## config.mk

```make
export PLATFORM = sky130hd
export DESIGN_NAME = inference_sequencer
export DESIGN_NICKNAME = d
export VERILOG_FILES = /design/src/rtl/mnist_pkg.sv /design/src/rtl/inference_sequencer_argmax.sv /design/src/rtl/inference_sequencer.sv
export SDC_FILE = /design/constraint.sdc
export NUM_CORES = 1
export LEC_CHECK = 0
export ABC_AREA = 1
export CAP_MARGIN = 5
export CORE_ASPECT_RATIO = 0.75
export CORE_UTILIZATION = 50
export CTS_CLUSTER_SIZE = 16
export DETAILED_ROUTE_END_ITERATION = 8
export GPL_TIMING_DRIVEN = 1
export PLACE_DENSITY_LB_ADDON = 0.1
export SLEW_MARGIN = 25
export SYNTH_ARGS = -nofsm -noshare
export SYNTH_HDL_FRONTEND = slang
export SYNTH_SLANG_ARGS = --single-unit
```

## constraint.sdc

```tcl
create_clock -name clk -period 4.7 [get_ports clk]
set_input_delay 0.705 -clock clk [delete_from_list [all_inputs] [get_ports clk]]
set_output_delay 0.705 -clock clk [all_outputs]
set_load 0.02 [all_outputs]
```

## src/rtl/mnist_pkg.sv

```systemverilog
// Shared constants and state encoding for the MNIST inference sequencer slice.
package mnist_pkg;

  localparam int N_PIXELS  = 784;
  localparam int N_CLASSES = 10;
  localparam int ACC_W     = 24;
  localparam int PIX_AW    = $clog2(N_PIXELS);
  localparam int CLS_AW    = $clog2(N_CLASSES);

  // Phases of one inference pass, in execution order.
  typedef enum logic [2:0] {
    IDLE   = 3'd0,
    CLEAR  = 3'd1,
    BIAS   = 3'd2,
    PIXEL  = 3'd3,
    DRAIN  = 3'd4,
    ARGMAX = 3'd5,
    DONE   = 3'd6
  } seq_state_t;

endpackage

```

## src/rtl/inference_sequencer_argmax.sv

```systemverilog
// Running argmax over class scores presented one per cycle.
// The first element loads unconditionally; later elements replace the
// current best only when strictly greater (signed), so ties keep the
// lowest index. idx_next exposes the decision including the current
// element so the caller can capture the final winner on the last step.
module argmax_unit
  import mnist_pkg::*;
(
  input  logic              clk,
  input  logic              rst,
  input  logic              en,
  input  logic              load,
  input  logic [CLS_AW-1:0] sel,
  input  logic [ACC_W-1:0]  score_in,
  output logic [CLS_AW-1:0] idx_next
);

  logic signed [ACC_W-1:0] best_reg;
  logic signed [ACC_W-1:0] best_next;
  logic [CLS_AW-1:0]       idx_reg;
  logic                    take;

  // Decide whether the current score becomes the new best.
  always_comb begin
    take      = load || ($signed(score_in) > best_reg);
    best_next = take ? $signed(score_in) : best_reg;
    idx_next  = idx_reg;
    if (take) begin
      idx_next = load ? '0 : sel;
    end
  end

  // Hold the best score and its index while a scan is running.
  always_ff @(posedge clk or posedge rst) begin
    if (rst) begin
      best_reg <= '0;
      idx_reg  <= '0;
    end else if (en) begin
      best_reg <= best_next;
      idx_reg  <= idx_next;
    end
  end

endmodule

```

## src/rtl/inference_sequencer.sv

```systemverilog
// Top-level scheduler for one inference pass of the 10-class dense layer:
// clear accumulators, walk the bias strobes, stream every pixel address,
// drain the memory pipeline, then pick the winning class.
module inference_sequencer
  import mnist_pkg::*;
#(
  parameter int MEM_LAT = 2
) (
  input  logic                 clk,
  input  logic                 rst,
  input  logic                 start,
  input  logic                 img_ready,
  input  logic                 hold,
  output logic [PIX_AW-1:0]    pixel_addr,
  output logic                 pixel_valid,
  output logic                 acc_clear,
  output logic [N_CLASSES-1:0] bias_sel,
  output logic [CLS_AW-1:0]    score_sel,
  input  logic [ACC_W-1:0]     score_in,
  output logic                 busy,
  output logic                 done,
  output logic [CLS_AW-1:0]    digit
);

  // Drain counter must be at least one bit wide even for a single-cycle memory.
  localparam int DRN_W = (MEM_LAT > 1) ? $clog2(MEM_LAT) : 1;
  localparam logic [PIX_AW-1:0] LAST_PIX = PIX_AW'(N_PIXELS - 1);
  localparam logic [CLS_AW-1:0] LAST_CLS = CLS_AW'(N_CLASSES - 1);
  localparam logic [DRN_W-1:0]  LAST_DRN = DRN_W'(MEM_LAT - 1);

  seq_state_t          state_reg;
  seq_state_t          state_next;
  logic [PIX_AW-1:0]   pix_cnt_reg;
  logic [CLS_AW-1:0]   cls_cnt_reg;
  logic [DRN_W-1:0]    drn_cnt_reg;
  logic [MEM_LAT-1:0]  valid_sr_reg;
  logic [CLS_AW-1:0]   digit_reg;

  logic                pix_last;
  logic                cls_last;
  logic                drn_last;
  logic                mem_phase;
  logic                am_en;
  logic                am_load;
  logic [CLS_AW-1:0]   am_idx_next;

  assign pix_last  = (pix_cnt_reg == LAST_PIX);
  assign cls_last  = (cls_cnt_reg == LAST_CLS);
  assign drn_last  = (drn_cnt_reg == LAST_DRN);
  // hold only matters while the memory pipeline is in flight.
  assign mem_phase = (state_reg == PIXEL) || (state_reg == DRAIN);

  // State register; reset aborts any pass in progress.
  always_ff @(posedge clk or posedge rst) begin
    if (rst) begin
      state_reg <= IDLE;
    end else begin
      state_reg <= state_next;
    end
  end

  // Next-state and per-phase control strobes.
  always_comb begin
    state_next = state_reg;
    acc_clear  = 1'b0;
    busy       = 1'b0;
    done       = 1'b0;
    am_en      = 1'b0;
    am_load    = 1'b0;
    case (state_reg)
      IDLE: begin
        if (start && img_ready) begin
          state_next = CLEAR;
        end
      end
      CLEAR: begin
        busy       = 1'b1;
        acc_clear  = 1'b1;
        state_next = BIAS;
      end
      BIAS: begin
        busy = 1'b1;
        if (cls_last) begin
          state_next = PIXEL;
        end
      end
      PIXEL: begin
        busy = 1'b1;
        if (!hold && pix_last) begin
          state_next = DRAIN;
        end
      end
      DRAIN: begin
        busy = 1'b1;
        if (!hold && drn_last) begin
          state_next = ARGMAX;
        end
      end
      ARGMAX: begin
        busy    = 1'b1;
        am_en   = 1'b1;
        am_load = (cls_cnt_reg == '0);
        if (cls_last) begin
          state_next = DONE;
        end
      end
      DONE: begin
        done       = 1'b1;
        state_next = IDLE;
      end
      default: begin
        state_next = IDLE;
      end
    endcase
  end

  // Phase counters and the read-valid pipeline; all frozen by hold in PIXEL/DRAIN.
  always_ff @(posedge clk or posedge rst) begin
    if (rst) begin
      pix_cnt_reg  <= '0;
      cls_cnt_reg  <= '0;
      drn_cnt_reg  <= '0;
      valid_sr_reg <= '0;
    end else begin
      case (state_reg)
        CLEAR: begin
          pix_cnt_reg  <= '0;
          cls_cnt_reg  <= '0;
          drn_cnt_reg  <= '0;
          valid_sr_reg <= '0;
        end
        BIAS, ARGMAX: begin
          cls_cnt_reg <= cls_last ? '0 : cls_cnt_reg + 1'b1;
        end
        PIXEL: begin
          if (!hold) begin
            // Each issued address will return data MEM_LAT advances later.
            valid_sr_reg <= (valid_sr_reg << 1) | MEM_LAT'(1);
            // Stays on the last address instead of wrapping.
            if (!pix_last) begin
              pix_cnt_reg <= pix_cnt_reg + 1'b1;
            end
          end
        end
        DRAIN: begin
          if (!hold) begin
            valid_sr_reg <= valid_sr_reg << 1;
            drn_cnt_reg  <= drn_last ? '0 : drn_cnt_reg + 1'b1;
          end
        end
        default: begin
        end
      endcase
    end
  end

  // Capture the winner on the last argmax step so digit is valid with done.
  always_ff @(posedge clk or posedge rst) begin
    if (rst) begin
      digit_reg <= '0;
    end else if (state_reg == ARGMAX && cls_last) begin
      digit_reg <= am_idx_next;
    end
  end

  argmax_unit u_argmax (
    .clk      (clk),
    .rst      (rst),
    .en       (am_en),
    .load     (am_load),
    .sel      (cls_cnt_reg),
    .score_in (score_in),
    .idx_next (am_idx_next)
  );

  // One-hot bias strobe decoded from the class counter.
  generate
    for (genvar gi = 0; gi < N_CLASSES; gi++) begin : g_bias
      assign bias_sel[gi] = (state_reg == BIAS) && (cls_cnt_reg == CLS_AW'(gi));
    end
  endgenerate

  assign pixel_addr  = mem_phase ? pix_cnt_reg : '0;
  assign pixel_valid = mem_phase && valid_sr_reg[MEM_LAT-1] && !hold;
  assign score_sel   = (state_reg == ARGMAX) ? cls_cnt_reg : '0;
  assign digit       = digit_reg;

endmodule

```

**Word-level counts from Yosys, hierarchy flattened**

Index checks and enable logic that the tools add are counted.

- Add/subtract/negate cells: 3
- Multiply operators: 0
- Divide/modulo/power cells: 0
- Magnitude comparators: 1
- Eq/ne operators: 24
- Shift operators: 0
- Mux-type cells: 26
- Bitwise gates (word level): 0
- Reduce and logical (&&, ||, !) cells: 32

Operators by type and width:

| kind | number |
|---|---|
| $mux W10 | 3 |
| $gt A24 B24 Y1 | 1 |
| $pmux W10 S2 | 1 |
| $pmux W3 S6 | 1 |
| $eq A4 B3 Y1 const B | 4 |
| $logic_and A1 B1 Y1 | 16 |
| $mux W4 | 4 |
| $mux W3 | 5 |
| $ne A2 B2 Y1 const B | 6 |
| $add A10 B1 Y10 const B | 1 |
| $eq A10 B10 Y1 const B | 1 |
| $eq A3 B3 Y1 const B | 3 |
| $eq A4 B2 Y1 const B | 2 |
| $eq A4 B4 Y1 const B | 2 |
| $pmux W4 S2 | 1 |
| $mux W1 | 7 |
| $eq A3 B2 Y1 const B | 2 |
| $pmux W2 S3 | 1 |
| $reduce_and A3 Y1 | 2 |
| $reduce_bool A2 Y1 | 3 |
| $reduce_and A5 Y1 | 1 |
| $reduce_or A5 Y1 | 1 |
| $add A4 B1 Y4 const B | 1 |
| $eq A4 B1 Y1 const B | 1 |
| other kinds (12) | 16 |

- Flip-flop bits (word level): 52
- Bits in latches: 0
- Memory bits (writable): 0
- Bits in read-only memories: 0
- Input bits: 29
- Output and inout port bits: 32
- Word-level logic and storage cells: 94
- Memories: 0

**Logic depth before layout (Yosys ltp)**

- Depth in word-level cells: 4
- Gate-level depth with buffers: 18
- Gate-level depth less buffers: 18

**Hierarchy**

From an unflattened synthesis, not the netlist that was laid out.

- Cell total of the unflattened synthesis: 492
- Area, all modules: 3706.1 µm²

Modules (own cells, without submodules):

| module | times used | cells each | area each (µm²) | seq. area each (µm²) |
|---|---|---|---|---|
| argmax_unit | 1 | 260 | 2087.0 | 700.7 |
| inference_sequencer | 1 | 232 | 1619.1 | 600.6 |

**Worst setup path before layout**

OpenSTA, ideal clock, no wires.

- Kind: input to register
- Start: input score_in[23]
- End: register u_argmax.idx_reg[3]
- Setup time: 0.123 ns
- Arrival time: 2.102 ns
- Required time: 4.577 ns
- Slack: 2.475 ns
- Stages: 13
- Path buffers: 1
- Cell sequence: ha_1 -> nand4_1 -> inv_1 -> nand2_1 -> nor2_2 -> nand2_1 -> nand4_1 -> nand3_4 -> nand2_4 -> nand2_4 -> buf_6 -> nand2_2 -> o21ai_2

- Longest elaborated chain between the ends: 3

Ends and longest elaborated chain:

| what | RTL line | RTL |
|---|---|---|
| from (decl) | inference_sequencer.sv:19 | `input logic [ACC_W-1:0] score_in,` |
| $gt A24 B24 Y1 | inference_sequencer_argmax.sv:25 | `take = load \|\| ($signed(score_in) > best_reg);` |
| $logic_or A1 B1 Y1 | inference_sequencer_argmax.sv:25 |  |
| $mux W4 | inference_sequencer_argmax.sv:28 | `if (take) begin` |
| to (signal assigned) | inference_sequencer_argmax.sv:40 | `idx_reg <= idx_next;` |
| to (decl) | inference_sequencer_argmax.sv:20 | `logic [CLS_AW-1:0] idx_reg;` |

Every way passes these cells.
A chain may end at the register's enable or synchronous reset.

**Worst setup path in the final report**

- Start: register state_reg[0]
- End: output pixel_addr[0]

- Longest elaborated chain between the ends: 3
- Elaborated cells on any way between the ends: 4
- Classes of those cells: eq/ne: 2; mux: 1; reduce/logical: 1

Ends and longest elaborated chain:

| what | RTL line | RTL |
|---|---|---|
| from (decl) | inference_sequencer.sv:31 | `seq_state_t state_reg;` |
| from (signal assigned) | inference_sequencer.sv:58 | `state_reg <= state_next;` |
| $eq A3 B2 Y1 or $eq A3 B3 Y1 (tied branches) | inference_sequencer.sv:51 | `assign mem_phase = (state_reg == PIXEL) \|\| (state_reg == DRAIN);` |
| $logic_or A1 B1 Y1 * | inference_sequencer.sv:51 |  |
| $mux W10 * | inference_sequencer.sv:183 | `assign pixel_addr = mem_phase ? pix_cnt_reg : '0;` |
| to (decl) | inference_sequencer.sv:14 | `output logic [PIX_AW-1:0] pixel_addr,` |

Every way passes the cells marked *; elsewhere a longest branch is shown, timed or not.

==> results.yml <==
status:
  status: "completed"
sta:
  fmax_ghz: 0.315
  finClkSkew_ns: 0.00387
  slew_headroom_pct: 44.3
  finalSetupViolCount: 0
  fin_setup_tns_ns: 0
  tightestPinTransition_ns: 0.832
  final-hold-violation-count: 0
  finalCriticalPeriod_ns: 3.17
  fin_crit_sh_pct: 67.4
  finalWorstSetupSlack_ns: 1.53
  rsz0062_at_grt: "false"
  maxSlewViolCount: 0
synth:
  ys_seq_area_share_pct: 39.4
  yosys.cell_count.top_type: "nand2_1"
  yosys.area.top_type: "dfrtp_1"
  synth_common_cells: "nand2_1, inv_1, dfrtp_1"
  synth_area_leaders: "dfrtp_1, nand2_1, ha_1"
  synthesis.nets: 494
  avgSynthCellArea_sq_um: 7.50
  synth.distinct_cells: 32
  synth_area_sq_mm: 0.00330
  ys_async_sr_fraction_pct: 100
  yosys_warnings: 0
  synth-seq-cells: 52
  synth_edf_count: 0
  synth_ff_type: "dfrtp_1"
  synth_top_cell_area_share_pct: 39.4
  syn_inst: 440
global_route:
  grtUsageTotal_pct: 23.3
  grt_max_degree: 53
  antenna_found_initial: 0
  grt_pass1_vias: 2724
  gr-total-overflow: 0
  grt_pass1_wl_um: 12600
power:
  power_density_mw_per_mm2: 490
  p_leak_nw: 1.96
  ir_worst_vdd_uv: 207
finish:
  synthToLayoutAreaGrowth_pct: 22.3
  antenna_cells: 0
  nets: 553
  largest_reg_flops: 24
  fin_util_pct: 63.6
  layout-drive-gt1-share_pct: 6.60
die:
  chipWidth_um: 95.8
  dieArea_sq_mm: 0.00693
  start_util_pct: 52.0
  ioPinCount: 61
  die_h_um: 72.4
  rows: 25
  core_area_sq_mm: 0.00635
cts:
  insertion_delay_ns: 0.31
  cts_buffers: 5
  path_clk_slew_ns: 0.09
  cts_hold_buf: 0
  clk_root_buffer_cell: "clkbuf_8"
  cts_sinks: 52
  cts_setup_buffers: 0
  htree_levels: 2
  clockBufferDepth: 2
  cts_tree: "built"
  cts_resized: 0
worst_setup_path:
  cp-end-kind: "output pin"
  worstPathArrival_ns: 2.47
  cp_data_required_time_ns: 3.99
  worst_path_max_delay_cell: "nor2_1"
  start_kind: "register"
  worst-path-max-fanout: 14
  cpPeakStageDelay_ns: 0.64
  reg2reg_slack_ns: 2.24
  setup.worst_path.class: "register to output pin"
  crit_chain: "inv_2, nor2_2, inv_1, nor2_2, nor2_1, nor2_1, clkdlybuf4s50_1"
drt:
  vias: 3011
  via_per_inst: 5.18
  routed_wl_um: 7250
  wire_per_inst_um: 12.5
  drtIter0Drc: 103
  ant_nets: 0
  dr.pass1.iters: 4
  drc_errors: 0
run:
  max_cap_violations: 0
worst_hold_path:
  hold_class: "register to register"
placement:
  place_congestion: 0.841
  place_ws_ns: 1.45
  io_buffer_count: 60
  dpl.hpwl_um: 5380
-- per-layer routing --
layer	vias up	GRT usage, %	share of wire [%]
li1	1523	-	-
met1	1405	34.0	51
met2	76	36.0	42
met3	7	3.77	5.4
met4	0	5.80	0.86
met5	-	0	0
-- cells by family (layout without fill, tap and decap cells) --
| logic type | Yosys count | in the layout | synth area share, % |
|---|---|---|---|
| AO/OA/AOI/OAI | 39 | 39 | 7.01 |
| XOR/XNOR | 3 | 3 | 0.796 |
| adder cells (fa/ha/maj) | 25 | 25 | 9.48 |
| buffers and inverters | 80 | 140 | 10.1 |
| flip-flops | 52 | 52 | 39.4 |
| multiplexers | 1 | 1 | 0.341 |
| AND/OR/NAND/NOR | 240 | 240 | 32.8 |
-- metrics by stage --
| stage | hold WS, ns | std cells | total power [mW] | cell area [sq um] |
|---|---|---|---|---|
| after floorplan | 0.442 | 440 | 1.47 | 3300 |
| after global placement | 0.454 | 573 | 1.68 | 3940 |
| after detailed placement | 0.459 | 573 | 1.71 | 3940 |
| after CTS | 0.482 | 581 | 1.99 | 4040 |
| after global routing | 0.498 | 581 | 2.18 | 4040 |
| final | 0.479 | 581 | 1.98 | 4040 |
-- cells in the final DEF, fill, tap and decap left out --
master,synthesis,routed
clkinvlp_4,0,1
nand3b_1,4,4
a21oi_1,13,13
nand2_4,2,2
o21ai_1,1,1
a31oi_1,1,1
clkbuf_8,0,6
nor2_2,5,5
nor3_2,1,1
buf_4,3,1
clkbuf_1,3,1
inv_2,4,5
ha_1,25,25
inv_1,67,66
o31ai_1,2,2
o21a_1,1,1
dfrtp_1,52,52
nand3_1,46,46
nor2_8,1,1
nor3_1,7,7
nor2_1,44,44
mux2_2,1,1
o21ai_2,5,5
xor2_1,3,3
nand3_4,1,1
clkdlybuf4s50_1,0,60
o211ai_1,1,1
nand4_1,7,7
nand2_1,114,114
o21ai_0,12,12
o22ai_1,1,1
nor4_1,4,4
nand2_2,4,4
a21o_1,2,2
-- final cells by class --
cell class	count	area, sq um
Clock inverter	1	7.51
Sequential cell	52	1300
Inverter	71	267
Timing Repair Buffer	61	608
Fill cell	578	2310
Multi-Input combinational cell	308	1670
Clock buffer	7	86.3
Tap cell	81	101
-- path summary, 6_finish.rpt --
check | endpoint | from | cells after the start
max | pixel_addr[0] | state_reg[0] | 7
min in group asynchronous | u_argmax.best_reg[16] | rst | 3
min reg2reg | u_argmax.best_reg[19] | u_argmax.best_reg[19] | 2
max in group asynchronous | u_argmax.best_reg[7] | rst | 3
max reg2reg | u_argmax.idx_reg[0] | u_argmax.best_reg[15] | 13
min | u_argmax.best_reg[19] | u_argmax.best_reg[19] | 2
-- worst max-delay path, delay by kind of cell, from the launching register on --
kind / cells / cell delay, ns
DFF: 1 / 0.40
and+or+nand+nor: 4 / 0.90
buffers and inverters: 3 / 0.85
-- where the power goes --
part           switching, mW  leakage, nW  internal, mW
clock                  0.152       0.0445         0.120
sequential            0.0960        0.664         0.601
combinational          0.655         1.26         0.354
total                  0.903         1.96          1.08
Note: power is estimated with default switching activity, not from simulation.
